File: src/rtl/second_game_sprite_renderer.sv
// Sprite/obstacle compositor for a sub-window of the VGA raster, with
// per-frame sprite/obstacle collision latching and blinking of collided sprites.
module second_game_sprite_renderer #(
  parameter int START_X       = 400,
  parameter int START_Y       = 0,
  parameter int SCREEN_WIDTH  = 400,
  parameter int SCREEN_HEIGHT = 600,
  parameter int NUM_SPRITES   = 2,
  parameter int SPRITE_HALF   = 20,
  parameter int BLINK_PERIOD  = 16,
  localparam int XW = $clog2(SCREEN_WIDTH),
  localparam int YW = $clog2(SCREEN_HEIGHT)
) (
  input  logic                      i_clk,
  input  logic                      i_rst,
  input  logic [10:0]               i_h_coord,
  input  logic [9:0]                i_v_coord,
  input  logic                      i_disp_enbl,
  input  logic [NUM_SPRITES*XW-1:0] i_sprite_x,
  input  logic [NUM_SPRITES*YW-1:0] i_sprite_y,
  input  logic [NUM_SPRITES-1:0]    i_sprite_en,
  input  logic [NUM_SPRITES*12-1:0] i_sprite_color,
  input  logic [11:0]               i_obstacle_color,
  input  logic [11:0]               i_bkg_color,
  output logic [XW-1:0]             o_screen_x,
  output logic [YW-1:0]             o_screen_y,
  input  logic                      i_is_obstacle,
  output logic [3:0]                o_red,
  output logic [3:0]                o_green,
  output logic [3:0]                o_blue,
  output logic [NUM_SPRITES-1:0]    o_collision,
  output logic                      o_frame_done
);

  localparam int BW = (BLINK_PERIOD > 2) ? $clog2(BLINK_PERIOD) : 1;
  localparam logic signed [11:0] LX_MAX = 12'(SCREEN_WIDTH);
  localparam logic signed [11:0] LY_MAX = 12'(SCREEN_HEIGHT);
  localparam logic signed [12:0] HALF_P = 13'(SPRITE_HALF);
  localparam logic signed [12:0] HALF_N = -HALF_P;
  localparam logic [BW-1:0] BLINK_LAST = BW'(BLINK_PERIOD - 1);
  localparam logic [BW-1:0] BLINK_HALF = BW'(BLINK_PERIOD / 2);

  logic signed [11:0]     w_lx, w_ly;
  logic                   w_in_win;
  logic signed [12:0]     w_dx, w_dy;
  logic [NUM_SPRITES-1:0] w_hit;
  logic [NUM_SPRITES-1:0] w_col;
  logic [NUM_SPRITES-1:0] w_vis;
  logic [11:0]            w_rgb;
  logic                   w_is00, w_bnd;

  logic                   r_vld_p1;
  logic [NUM_SPRITES-1:0] r_hit_p1;
  logic [11:0]            r_rgb_p2;
  logic [NUM_SPRITES-1:0] r_acc;
  logic [NUM_SPRITES-1:0] r_coll;
  logic                   r_frame_done;
  logic [BW-1:0]          r_blink;
  logic                   r_is00;

  assign w_lx     = {1'b0, i_h_coord} - 12'(START_X);
  assign w_ly     = {2'b0, i_v_coord} - 12'(START_Y);
  assign w_in_win = (w_lx >= 12'sd0) && (w_lx < LX_MAX) &&
                    (w_ly >= 12'sd0) && (w_ly < LY_MAX);

  assign o_screen_x = w_lx[XW-1:0];
  assign o_screen_y = w_ly[YW-1:0];

  // 13-bit differences keep a guard bit so far-away sprites never wrap into range
  always_comb begin
    w_hit = '0;
    w_dx  = '0;
    w_dy  = '0;
    for (int k = 0; k < NUM_SPRITES; k++) begin
      w_dx = 13'(w_lx) - 13'(i_sprite_x[k*XW +: XW]);
      w_dy = 13'(w_ly) - 13'(i_sprite_y[k*YW +: YW]);
      w_hit[k] = i_sprite_en[k] && (w_dx >= HALF_N) && (w_dx <= HALF_P) &&
                 (w_dy >= HALF_N) && (w_dy <= HALF_P);
    end
  end

  // ---- stage 1 -> stage 2: obstacle map answer arrives alongside r_*_p1 ----
  assign w_col = {NUM_SPRITES{r_vld_p1 & i_is_obstacle}} & r_hit_p1;

  always_comb begin
    for (int k = 0; k < NUM_SPRITES; k++)
      w_vis[k] = r_hit_p1[k] & ~(r_coll[k] & (r_blink >= BLINK_HALF));
  end

  always_comb begin
    w_rgb = 12'h000;
    if (r_vld_p1) begin
      w_rgb = i_is_obstacle ? i_obstacle_color : i_bkg_color;
      for (int k = NUM_SPRITES - 1; k >= 0; k--)
        if (w_vis[k]) w_rgb = i_sprite_color[k*12 +: 12];
    end
  end

  assign w_is00 = (i_h_coord == 11'd0) && (i_v_coord == 10'd0);
  assign w_bnd  = w_is00 & ~r_is00;

  always_ff @(posedge i_clk) begin
    r_hit_p1 <= w_hit;
  end

  always_ff @(posedge i_clk) begin
    if (i_rst) begin
      r_vld_p1     <= 1'b0;
      r_rgb_p2     <= 12'h000;
      r_acc        <= '0;
      r_coll       <= '0;
      r_frame_done <= 1'b0;
      r_blink      <= '0;
      r_is00       <= 1'b0;
    end else begin
      r_vld_p1     <= i_disp_enbl & w_in_win;
      r_rgb_p2     <= w_rgb;
      r_is00       <= w_is00;
      r_frame_done <= w_bnd;
      if (w_bnd) begin
        // the stage-1 pixel still belongs to the frame that is closing
        r_coll  <= r_acc | w_col;
        r_acc   <= '0;
        r_blink <= (r_blink == BLINK_LAST) ? '0 : r_blink + 1'b1;
      end else begin
        r_acc <= r_acc | w_col;
      end
    end
  end

  assign o_red        = r_rgb_p2[11:8];
  assign o_green      = r_rgb_p2[7:4];
  assign o_blue       = r_rgb_p2[3:0];
  assign o_collision  = r_coll;
  assign o_frame_done = r_frame_done;

endmodule

File: config.mk
export PLATFORM = sky130hd
export DESIGN_NAME = second_game_sprite_renderer
export DESIGN_NICKNAME = d
export VERILOG_FILES = /design/src/rtl/second_game_sprite_renderer.sv
export SDC_FILE = /design/constraint.sdc
export NUM_CORES = 1
export LEC_CHECK = 0
export ABC_AREA = 1
export CORE_UTILIZATION = 30
export CTS_CLUSTER_SIZE = 28
export DETAILED_ROUTE_END_ITERATION = 8
export GPL_ROUTABILITY_DRIVEN = 0
export PLACE_DENSITY_LB_ADDON = 0.2
export SKIP_CTS_REPAIR_TIMING = 1
export SYNTH_ARGS = -nofsm -noshare
export SYNTH_HDL_FRONTEND = slang
export SYNTH_SLANG_ARGS = --single-unit
File: constraint.sdc
create_clock -name i_clk -period 2.6 [get_ports i_clk]
set_input_delay 0.52 -clock i_clk [delete_from_list [all_inputs] [get_ports i_clk]]
set_output_delay 0.52 -clock i_clk [all_outputs]
set_load 0.1 [all_outputs]
; ---- Word-level counts from Yosys, hierarchy flattened
; Cells that the tools add are included.
[totals]
mem_bits_ro = 0
ram_bits = 0
mem_count = 0
regBits = 25
latchBits = 0
[classes]
order_cmp = 13
mux = 4
div = 0
eq_ne = 1
add_sub_neg = 6
shift = 0
mul = 0
n_reduce_logical = 16
bitwise = 13
[op_table]
columns = operator, count
row1 = 12-bit two-way mux, 3
row2 = "13-bit by 6-bit >= comparator with 1-bit output, second input constant", 2
row3 = "13-bit by 6-bit less-or-equal comparator with 1-bit output, second input constant", 2
row4 = 12-bit by 10-bit subtractor with 13-bit output, 2
row5 = "11-bit by 6-bit >= comparator with 1-bit output, second input constant", 2
row6 = "11-bit by 6-bit less-or-equal comparator with 1-bit output, second input constant", 2
row7 = 10-bit by 10-bit subtractor with 11-bit output, 2
row8 = "12-bit by 1-bit >= comparator with 1-bit output, second input constant", 1
row9 = 1-bit logical AND, 12
row10 = "12-bit by 10-bit less-than comparator with 1-bit output, second input constant", 1
row11 = "11-bit by 9-bit subtractor with 12-bit output, second input constant", 1
row12 = 11-bit logical NOT, 1
row13 = "10-bit by 1-bit >= comparator with 1-bit output, second input constant", 1
row14 = 10-bit logical NOT, 1
row15 = "10-bit less-than comparator, second input constant", 1
row16 = 1-bit AND, 7
row17 = "4-bit by 1-bit adder with 4-bit output, second input constant", 1
row18 = "4-bit equality test, second input constant", 1
row19 = "4-bit >= comparator, second input constant", 1
row20 = 4-bit two-way mux, 1
row21 = 1-bit NOT, 4
row22 = 2-bit OR reduction, 2
row23 = 2-bit AND, 1
row24 = 2-bit bitwise OR, 1

; ---- Depth between registers and ports, before layout
[depth]
word_depth = 7
depth_mapped = 19

; ---- Worst setup path before layout
; Ideal clock, no wire load.
[synth_path]
kind = input to register
startpoint = input port i_h_coord[4]
endpoint = register r_hit_p1[0]
stages = 17
t_arrival_ps = 4598
setup_slack_ps = -2062
setup_ps = 64
path_buffers = 0
cell_sequence = inv_1 ha_1 xor2_1 ha_1 nand2_1 inv_1 a21oi_1 nand2_1 nand2_1 nand2_1 nor2_1 nand2_1 nor2_1 nand2_1 nand2_1 nand4_1 nor2_1
[synth_via]
elab_chain_cells = 7
elab_cells_between_ends = 8
classes_between = add/sub: 2 / order compare: 2 / reduce/logical: 4
[synth_rtl]
columns = element, line
row1 = "start, declared", 16  ; input logic [10:0] i_h_coord,
row2 = 11-bit by 9-bit subtractor with 12-bit output (*), 61  ; assign w_lx = {1'b0, i_h_coord} - 12'(START_X);
row3 = named net o_screen_x[6], 25  ; output logic [XW-1:0] o_screen_x,
row4 = 12-bit by 10-bit subtractor with 13-bit output (*), 75  ; w_dx = 13'(w_lx) - 13'(i_sprite_x[k*XW +: XW]);
row5 = 13-bit by 6-bit >= comparator with 1-bit output, 77  ; w_hit[k] = i_sprite_en[k] && (w_dx >= HALF_N) && (w_dx <= HALF_P) &&
row6 = 1-bit logical AND, 77
row7 = 1-bit logical AND (*) (2 in a row), 77
row8 = 1-bit logical AND (*), 78  ; (w_dy >= HALF_N) && (w_dy <= HALF_P);
row9 = named net w_hit[0], 46  ; logic [NUM_SPRITES-1:0] w_hit;
row10 = "end signal, assigned", 103  ; r_hit_p1 <= w_hit;
row11 = "end, declared", 53  ; logic [NUM_SPRITES-1:0] r_hit_p1;
; The timed path passes the listed nets; every way through them passes the cells marked *.
; A chain may end at the register's enable or synchronous reset.

; ---- Worst setup path in the final report
[layout_path]
startpoint = input port i_v_coord[5]
endpoint = register r_hit_p1[1]
[layout_via]
elab_chain_cells = 4
elab_cells_between_ends = 5
classes_between = add/sub: 1 / order compare: 2 / reduce/logical: 2
[layout_rtl]
columns = element, line
row1 = "start, declared", 17  ; input logic [9:0] i_v_coord,
row2 = 10-bit by 10-bit subtractor with 11-bit output (*), 76  ; w_dy = 13'(w_ly) - 13'(i_sprite_y[k*YW +: YW]);
row3 = 11-bit by 6-bit >= comparator with 1-bit output, 78
row4 = 1-bit logical AND, 77
row5 = 1-bit logical AND (*), 78
row6 = named net w_hit[1], 46
; Marks and branches as above.

==> impl_results.html <==
<table>
<tr><th>Metric</th><th>Value</th></tr>
<tr><th colspan="2">Layout</th></tr>
<tr><td>Final standard cell area without fillers</td><td>about 6900 um^2</td></tr>
<tr><td>Utilization after layout</td><td>52.2%</td></tr>
<tr><td>Post-layout net count</td><td>1114</td></tr>
<tr><td>Area grow syn2layout</td><td>69.0%</td></tr>
<tr><td>Leading cell type in the layout, fill and taps excluded</td><td>sky130_fd_sc_hd__nand2_1</td></tr>
<tr><td>Commonest cells after routing, fill and taps aside</td><td>sky130_fd_sc_hd__nand2_1 (227), sky130_fd_sc_hd__inv_1 (134), sky130_fd_sc_hd__clkdlybuf4s50_1 (101), sky130_fd_sc_hd__buf_4 (101), sky130_fd_sc_hd__nand3_1 (51)</td></tr>
<tr><td>Final Non-Filler Cells</td><td>approximately 1100</td></tr>
<tr><td>Share of final-layout standard cells stronger than drive strength 1</td><td>21.5%</td></tr>
<tr><th colspan="2">Clock tree</th></tr>
<tr><td>Number of clock buffers inserted by TritonCTS</td><td>3</td></tr>
<tr><td>CTS root buf</td><td>sky130_fd_sc_hd__clkbuf_16</td></tr>
<tr><td>Clock-pin slew on the worst setup and hold paths</td><td>70 ps</td></tr>
<tr><td>CTS max path bufs</td><td>2</td></tr>
<tr><td>Insertion delay to the later sink of the worst-skew pair</td><td>260 ps</td></tr>
<tr><td># H-tree levels</td><td>1</td></tr>
<tr><td>Sinks on the clock net</td><td>25</td></tr>
<tr><td>CTS tree</td><td>yes</td></tr>
<tr><th colspan="2">Drt</th></tr>
<tr><td>Routed length on met3</td><td>721 um</td></tr>
<tr><td>Routed via count divided by cell count</td><td>4.51</td></tr>
<tr><td>Number of detailed-route iterations in the first pass</td><td>4</td></tr>
<tr><td>Met1 routed wirelength after detailed routing</td><td>between 6000 and 7000 um</td></tr>
<tr><td>Total number of vias</td><td>5100</td></tr>
<tr><td>WL per Instance</td><td>12.0 um</td></tr>
<tr><td>Met2 layer wire length in the routed design</td><td>roughly 6000 um</td></tr>
<tr><td>Drt total wl</td><td>13600 um</td></tr>
<tr><td>Residual DRC count</td><td>0</td></tr>
<tr><td>Uppermost layer routed</td><td>met4</td></tr>
<tr><td>Initial DRC count</td><td>around 170</td></tr>
<tr><td>Post-route antenna net violation count</td><td>0</td></tr>
<tr><th colspan="2">Global routing</th></tr>
<tr><td>All-layer global routing usage</td><td>19.2%</td></tr>
<tr><td>Vias in the first global route</td><td>between 4000 and 5000</td></tr>
<tr><td>Global-route wire length before repair</td><td>22500 um</td></tr>
<tr><td>GRT overflow</td><td>0</td></tr>
<tr><td>Maximum number of pins on one net before global-route repair</td><td>24</td></tr>
<tr><td>Initial antenna violation count</td><td>1</td></tr>
<tr><th colspan="2">Timing</th></tr>
<tr><td>Setup-failing EPs final</td><td>0</td></tr>
<tr><td>Period utilization</td><td>92.6%</td></tr>
<tr><td>Worst-case hold slack</td><td>between 500 and 600 ps</td></tr>
<tr><td>Unrepaired setup endpoints after global routing</td><td>true</td></tr>
<tr><td>Fin crit period</td><td>2410 ps</td></tr>
<tr><td>Total count of max-transition violations in the final report</td><td>0</td></tr>
<tr><td>Sum of negative setup slack</td><td>0 ps</td></tr>
<tr><td>Tightest Pin Transition</td><td>~680 ps</td></tr>
<tr><td>Max-slew headroom</td><td>between 50% and 60%</td></tr>
<tr><td>Clk_skew</td><td>roughly 6.9 ps</td></tr>
<tr><td>Setup slack of the critical path after layout</td><td>191 ps</td></tr>
<tr><td>Final Hold Fails</td><td>0</td></tr>
<tr><td>Peak Freq</td><td>~420 MHz</td></tr>
<tr><th colspan="2">Worst setup path</th></tr>
<tr><td>Crit Path Class</td><td>input port to flip-flop</td></tr>
<tr><td>Stages on worst setup path</td><td>13</td></tr>
<tr><td>Slowest stage cell on the critical path</td><td>sky130_fd_sc_hd__clkdlybuf4s50_1</td></tr>
<tr><td>Critical Path AT</td><td>2600 ps</td></tr>
<tr><td>Start of the worst register-to-register path</td><td>r_blink[3]$_SDFFE_PP0P_</td></tr>
<tr><td>CP startpoint kind</td><td>input port</td></tr>
<tr><td>RR Endpoint</td><td>r_rgb_p2[3]$_SDFF_PP0_</td></tr>
<tr><td>Kind of capture point of the worst setup path</td><td>flip-flop</td></tr>
<tr><td>Crit. Startpoint</td><td>i_v_coord[5]</td></tr>
<tr><td>Depth of the most critical reg-to-reg path</td><td>6</td></tr>
<tr><td>Buf+Inv Stages, Crit Path</td><td>2</td></tr>
<tr><td>Required time of the critical path</td><td>2800 ps</td></tr>
<tr><td>Critical path, cell by cell</td><td>clkdlybuf4s50_1 &gt; ha_1 &gt; nand2_1 &gt; inv_1 &gt; nand2_1 &gt; nand3_1 &gt; xnor2_2 &gt; nand3_1 &gt; nor2_1 &gt; nand4_1 &gt; nand2_2 &gt; nand2_1 &gt; nor2_1</td></tr>
<tr><td>Kind of cell adding the most delay to the critical path</td><td>simple AND/OR/NAND/NOR gates</td></tr>
<tr><td>Crit-path max FO</td><td>4</td></tr>
<tr><td>CP most frequent cell</td><td>sky130_fd_sc_hd__nand2_1</td></tr>
<tr><td>Peak per-stage delay on the critical path</td><td>520 ps</td></tr>
<tr><td>Worst setup endpoint</td><td>r_hit_p1[1]$_DFF_P_</td></tr>
<tr><td>Setup slack on the worst flop-to-flop path</td><td>760 ps</td></tr>
<tr><th colspan="2">Floorplan</th></tr>
<tr><td>Core area</td><td>13300 um^2</td></tr>
<tr><td>Die span in x</td><td>119 um</td></tr>
<tr><td>Starting density of the core</td><td>between 30% and 40%</td></tr>
<tr><td>Number of standard-cell rows in the floorplan</td><td>42</td></tr>
<tr><td>Chip height</td><td>119 um</td></tr>
<tr><td>Number of top-level pins</td><td>147</td></tr>
<tr><td>Die Footprint</td><td>between 10000 and 15000 um^2</td></tr>
<tr><th colspan="2">Synth</th></tr>
<tr><td>Synthesized area per cell</td><td>approximately 5.6 um^2</td></tr>
<tr><td>Instance count of the mapped netlist</td><td>between 700 and 800</td></tr>
<tr><td>Net count after synthesis</td><td>just under 900</td></tr>
<tr><td>Proportion of synthesized chip area in sequential cells</td><td>12.2%</td></tr>
<tr><td>Post-synthesis instance area</td><td>4110 um^2</td></tr>
<tr><td>Number of warnings printed during yosys synthesis</td><td>0</td></tr>
<tr><td>Number of distinct library cells after synthesis</td><td>31</td></tr>
<tr><td>Number of register bits inferred by synthesis</td><td>25</td></tr>
<tr><th colspan="2">Pwr</th></tr>
<tr><td>Tot Pwr</td><td>2.20 mW</td></tr>
<tr><td>Power per Cell Area</td><td>about 320 nW/um^2</td></tr>
<tr><td>IR drop worst, VDD</td><td>0.000215 V</td></tr>
<tr><td>Static Leakage</td><td>~3.6 nW</td></tr>
<tr><th colspan="2">Placed design</th></tr>
<tr><td>Placed inst area</td><td>6630 um^2</td></tr>
<tr><td>Count of port buffers added during placement</td><td>146</td></tr>
<tr><td>HPWL reported at the end of detailed placement</td><td>about 12000 um</td></tr>
<tr><td>Dpl ws</td><td>-580 ps</td></tr>
<tr><td>Cell Count Post-Placement</td><td>1123</td></tr>
<tr><th colspan="2">Outcome</th></tr>
<tr><td>Status</td><td>finished, final reports clean</td></tr>
<tr><th colspan="2">Hold path</th></tr>
<tr><td>Hold/Removal Path Class</td><td>flip-flop to flip-flop</td></tr>
<tr><th colspan="2">Run</th></tr>
<tr><td>Count of maximum capacitance violations</td><td>0</td></tr>
</table>
## state kept, by name, indices dropped and copies added (netlist names)
| signal | count |
|---|---|
| r_rgb_p2 | 12 |
| r_hit_p1 | 2 |
| r_acc | 2 |
| r_is00 | 1 |
| o_frame_done | 1 |
| o_collision | 2 |
| r_blink | 4 |
| r_vld_p1 | 1 |
## kinds of logic after synthesis
group	count (synthesis)	share of synthesized area [%]
DFF	25	12.2
xor gates and xnor gates	17	3.62
AOI/OAI and AO/OA	81	11.4
buffers and inverters	168	16.8
adders and majority gates	46	14.7
and+or+nand+nor	399	41.3
## synthesized netlist by cell type (all sizes together)
master	instances	area (um^2)
nand2	245	927
inv	147	552
nand3	54	270
nor2	52	200
ha	42	526
a21oi	27	146
o21ai	27	135
dfxtp	25	500
nand4	22	138
buf	16	120
a31oi	15	93.8
xnor2	10	87.6
nand3b	8	60.1
nor3	8	40.0
nor4	7	43.8
o21bai	7	52.6
xor2	7	61.3
clkbuf	4	15.0
fa	4	80.1
or2	3	18.8
a31o	2	17.5
a21o	1	7.51
a22oi	1	7.51
clkinv	1	3.75
o211ai	1	7.51
## layout make-up
type,instances,area (um^2)
fillers,1361,6350
multi-input cells,543,3280
repair buffers,234,2290
inverters,148,567
flip-flops and latches,25,500
well taps,176,220
clock buffers,3,75.1
clock inverters,1,7.51
diodes,1,2.50
## worst min-delay path, stage by stage (launching register included)
cell and delay [ps]:
sky130_fd_sc_hd__dfxtp_1 330, sky130_fd_sc_hd__nand3_1 70, sky130_fd_sc_hd__o21ai_0 70
## power by group
group          internal [mW]  leakage [nW]  total [mW]  switching, mW
combinational          0.689          3.38        1.47          0.779
clock                  0.209        0.0371       0.347          0.138
sequential             0.385         0.201       0.385       0.000836
total                   1.28          3.62        2.20          0.918
## layer usage
layer  track usage [%]  up-vias
met5                 0        -
met4              3.72        0
met3              2.25       10
met2              33.3      121
met1              25.5     2209
li1                  -     2760
## worst min-delay path by stage
stage / startpoint / endpoint / slack [ps] / depth (start not counted)
after floorplan: r_is00$_SDFF_PP0_ / o_frame_done$_SDFF_PP0_ / 450 / 1
after global placement: r_blink[2]$_SDFFE_PP0P_ / r_blink[2]$_SDFFE_PP0P_ / 490 / 2
after detailed placement: r_blink[2]$_SDFFE_PP0P_ / r_blink[2]$_SDFFE_PP0P_ / 500 / 2
after CTS: r_blink[2]$_SDFFE_PP0P_ / r_blink[2]$_SDFFE_PP0P_ / 520 / 2
after global routing: o_collision[0]$_SDFFE_PP0P_ / o_collision[0]$_SDFFE_PP0P_ / 540 / 2
final: o_collision[0]$_SDFFE_PP0P_ / o_collision[0]$_SDFFE_PP0P_ / 520 / 2
Note: power is estimated with default switching activity, not from simulation.
==> patch 1 (same flow settings) <==
`r_rgb_p2` no longer has a reset.
--- a/src/rtl/second_game_sprite_renderer.sv
+++ b/src/rtl/second_game_sprite_renderer.sv
@@ -106,7 +106,6 @@
   always_ff @(posedge i_clk) begin
     if (i_rst) begin
       r_vld_p1     <= 1'b0;
-      r_rgb_p2     <= 12'h000;
       r_acc        <= '0;
       r_coll       <= '0;
       r_frame_done <= 1'b0;
@@ -114,7 +113,6 @@
       r_is00       <= 1'b0;
     end else begin
       r_vld_p1     <= i_disp_enbl & w_in_win;
-      r_rgb_p2     <= w_rgb;
       r_is00       <= w_is00;
       r_frame_done <= w_bnd;
       if (w_bnd) begin
@@ -128,6 +126,10 @@
     end
   end
 
+  always_ff @(posedge i_clk) begin
+    r_rgb_p2 <= w_rgb;
+  end
+
   assign o_red        = r_rgb_p2[11:8];
   assign o_green      = r_rgb_p2[7:4];
   assign o_blue       = r_rgb_p2[3:0];
Behaviour: differs if i_rst is asserted again (counterexample within 4 cycles, from zero or initial values and one cycle with i_rst high); with i_rst held inactive, the same outputs for 10 cycles.
==> patch 1 against the original RTL <==
Wire length decreased by 2.7%. Synthesized cell count decreased by 5.8%. Sequential cell count unchanged. Utilization about the same. Area after synthesis decreased by 2.2%. Power decreased by 3.4%. Final area decreased by 3.5%. Setup slack got worse by 0.018 ns. Critical endpoint is now r_hit_p1[0].
==> patch 1: results <==
export IMPL_outcome="finished, final reports clean"
export IMPL_dr_wl_met2_um=6360
export IMPL_cp_startpoint="i_v_coord[3]"
export IMPL_synth_xor_area_share_pct=3.92
export IMPL_p_leak_nw=3.47
export IMPL_worst_r2r_setup_slack_ns=0.88
export IMPL_dpl_cell_area_um2=6500
export IMPL_slew_headroom_pct=54.2
export IMPL_wl_um=13200
export IMPL_cts_root_buf="clkbuf_16"
export IMPL_antenna_found_initial=0
export IMPL_routed_via_count=4947
export IMPL_antenna_cells=0
export IMPL_synth_area_leaders="nand2_1, ha_1, inv_1, dfxtp_1, nand3_1"
export IMPL_wl_met1_um=5810
export IMPL_synthAdderAreaFrac_pct=15.1
export IMPL_r2r_end="r_rgb_p2[8]"
export IMPL_synth_cells_most_frequent="nand2_1, inv_1, nor2_1, nand3_1, ha_1"
export IMPL_worstPathMaxFanout=5
export IMPL_slowest_delay_ns=0.50
export IMPL_post_place_ws_ns=-0.467
export IMPL_nNetsFinal=1068
export IMPL_synth_edf_count=0
export IMPL_drt_pass1_iterations=5
export IMPL_hpwl_um=11500
export IMPL_critPathArrivalTime_ns=2.57
export IMPL_drive_gt1_share_pct=21.5
export IMPL_grt_pass1_wl_um=21200
export IMPL_critPathCapture="r_hit_p1[0]"
export IMPL_track_usage_pct=18.5
export IMPL_synthDistinctLibCells=39
export IMPL_grt_pass1_vias=4575
export IMPL_fin_crit_sh_pct=93.3
export IMPL_peakVddDrop_uv=221
export IMPL_ff2ff_path_depth=6
export IMPL_yosysSeqAreaShare_pct=12.4
export IMPL_routed_wl_met3_um=886
export IMPL_drt_iter0_markers=196
export IMPL_finalClockSkew_ns=0.00174
export IMPL_synth_compound_area_share_pct=13.4
==> patch 1: changes by cell type after synthesis, moves of 4 or more <==
cell,delta
nand2_1,-46
inv_1,-11
inv_2,+4
nand2_2,+7
nand4_1,+4
o21bai_1,+4
nand3_1,-10
==> patch 1: area by class of cell <==
cell class	count	area, um^2
Multi-Input combinational cell	508	3110
Clock buffer	4	78.8
Inverter	141	541
Sequential cell	25	500
Tap cell	172	215
Fill cell	1301	6120
Timing Repair Buffer	230	2260
==> patch 1: metrics by stage <==
step | utilization (%) | hold slack (ns) | cells
global route | 52.3 | 0.548 | 1080
global placement | 50.7 | 0.508 | 1075
CTS | 51.3 | 0.516 | 1079
floorplan | - | 0.472 | 693
detailed placement | 50.7 | 0.506 | 1075
finish | 52.3 | 0.516 | 1080
==> patch 1: cells by family (layout without fill, tap and decap cells) <==
kind of cell             count (synthesis)  in the layout
XOR/XNOR                                18             18
adder cells (fa/ha/maj)                 46             46
buffers and inverters                  160            375
flip-flops                              25             25
AO/OA/AOI/OAI                           89             89
AND/OR/NAND/NOR                        355            355
==> patch 1: per-layer routing <==
metal / up-vias / global-route usage [%]
li1: 2638 / -
met1: 2151 / 22.4
met2: 150 / 34.6
met3: 8 / 2.91
met4: 0 / 2.96
met5: - / 0
==> patch 1: worst min-delay path by stage <==
stage                               from        endpoint  slack (ns)  depth (start not counted)
after floorplan                   r_is00    o_frame_done        0.47                          1
after global placement    o_collision[0]  o_collision[0]        0.51                          2
after detailed placement  o_collision[0]  o_collision[0]        0.51                          2
after CTS                 o_collision[0]  o_collision[0]        0.52                          2
after global routing          r_blink[3]      r_blink[3]        0.55                          2
final                     o_collision[0]  o_collision[0]        0.52                          2
==> patch 1: worst register-to-register path, stage by stage, from the launching register on <==
cell,delay [ns]
dfxtp_1,0.40
nand2_1,0.08
nand2_1,0.19
clkinv_1,0.43
a31oi_1,0.30
o21ai_0,0.12
a21oi_1,0.15
==> patch 1: power by group <==
part / internal, mW / switching, mW
clock network: 0.209 / 0.129
registers: 0.386 / 0.00175
logic: 0.649 / 0.750
==> patch 2 (same flow settings) <==
Made on the original files. Change the parameter `START_X` from 400 to 300.
--- a/src/rtl/second_game_sprite_renderer.sv
+++ b/src/rtl/second_game_sprite_renderer.sv
@@ -1,7 +1,7 @@
 // Sprite/obstacle compositor for a sub-window of the VGA raster, with
 // per-frame sprite/obstacle collision latching and blinking of collided sprites.
 module second_game_sprite_renderer #(
-  parameter int START_X       = 400,
+  parameter int START_X       = 300,
   parameter int START_Y       = 0,
   parameter int SCREEN_WIDTH  = 400,
   parameter int SCREEN_HEIGHT = 600,
Check against the original RTL: not equivalent (Yosys sat finds a counterexample within 4 cycles, from zero or initial values and one cycle with i_rst high).
==> patch 2 against the original RTL <==
Sequential cell count stayed put. Largest cell class unchanged. Critical path type unchanged. Final area is 1.2% lower. Count of clock-buffer cells in the layout is the same. Area after synthesis down 0.52%. Highest routed layer unchanged. Via count shrank 2.9%. Power rose by 3.0%. Setup slack got worse by 0.12 ns. Maximum frequency fell by 4.9%. Wire length decreased by 0.52%.
==> patch 2: results <==
export IMPL_synth_area_leaders="nand2_1, inv_1, ha_1, dfxtp_1, nand3_1"
export IMPL_peakVddDrop_uv=211
export IMPL_hpwl_um=11700
export IMPL_nNetsFinal=1090
export IMPL_antenna_found_initial=0
export IMPL_synth_cells_most_frequent="nand2_1, inv_1, nand3_1, ha_1, nor2_1"
export IMPL_clk_latency_ns=0.26
export IMPL_critPathArrivalTime_ns=2.73
export IMPL_grt_pass1_wl_um=21600
export IMPL_intPower_mw=1.30
export IMPL_drt_iter0_markers=165
export IMPL_fill_cells=1362
export IMPL_synthDistinctLibCells=40
export IMPL_htreeDepth=1
export IMPL_finalClockSkew_ns=0.00298
export IMPL_grt_pass1_vias=4714
export IMPL_cts_root_buf="clkbuf_16"
export IMPL_outcome="finished, final reports clean"
export IMPL_worstPathMaxFanout=4
export IMPL_yosysSeqAreaShare_pct=12.2
export IMPL_p_leak_nw=3.59
export IMPL_routed_via_count=4954
export IMPL_drive_gt1_share_pct=22.9
export IMPL_antenna_cells=0
export IMPL_synth_flop_cell="dfxtp_1"
export IMPL_track_usage_pct=18.7
export IMPL_worst_slew_pin_slew_ns=0.682
export IMPL_syn_inst=707
export IMPL_cp_startpoint="i_h_coord[2]"
export IMPL_wl_um=13500
export IMPL_synth_nets=866
export IMPL_cpMaxStageDelayCell="ha_4"
export IMPL_slowest_delay_ns=0.31
export IMPL_vias_per_cell=4.48
[patch 2: worst paths after layout]
path	end	slack (ns)	cells past startpoint
min reg2reg	o_collision[0]	0.51	2
min	o_collision[0]	0.51	2
max	r_hit_p1[0]	0.07	17
max reg2reg	r_rgb_p2[7]	1.00	5
[patch 2: per-stage QoR]
| stage | setup WS [ns] | hold slack [ns] | cell area [um^2] |
|---|---|---|---|
| 2_1_floorplan | -0.420 | 0.423 | 4230 |
| 3_3_place_gp | -0.602 | 0.501 | 6590 |
| 5_1_grt | -0.148 | 0.560 | 6860 |
| 4_1_cts | -0.390 | 0.514 | 6670 |
| 3_5_place_dp | -0.653 | 0.501 | 6590 |
| 6_report | 0.0666 | 0.511 | 6860 |
[patch 2: layout make-up]
cell class / instances / share of cell area [%]
inverter: 150 / 8.37
sequential: 25 / 7.29
timing repair buffer: 237 / 33.6
multi-input combinational: 514 / 46.4
clock inverter: 1 / 0.0729
clock buffer: 3 / 1.09
tap: 176 / 3.21
[patch 2: layer usage]
| metal | vias up | wire (um) | global-route usage [%] |
|---|---|---|---|
| li1 | 2681 | - | - |
| met1 | 2160 | 6460 | 24.9 |
| met2 | 109 | 6360 | 33.5 |
| met3 | 4 | 617 | 1.74 |
| met4 | 0 | 54 | 2.14 |
| met5 | - | 0 | 0 |
[patch 2: logic make-up after synthesis]
family          count (synthesis)  share of synthesized area [%]
simple gates                  359                           39.3
buf+inv                       168                           16.6
compound gates                 91                           13.2
fa+ha+maj                      46                           14.8
flops                          25                           12.2
xor+xnor                       18                           3.85
[patch 2: power groups by stage]
stage	combinational [mW]	clock [mW]	sequential [mW]
floorplan	0.854	0	0.403
global placement	1.45	0	0.396
detailed placement	1.46	0	0.396
CTS	1.46	0.355	0.387
global route	1.69	0.372	0.387
finish	1.54	0.345	0.387
[patch 2: worst max-delay path: cells and delay by family]
family                   cells  cell delay (ns)
AND/OR/NAND/NOR              9             0.89
adder cells (fa/ha/maj)      2             0.47
buffers and inverters        3             0.36
AO/OA/AOI/OAI                2             0.31
XOR/XNOR                     1             0.19
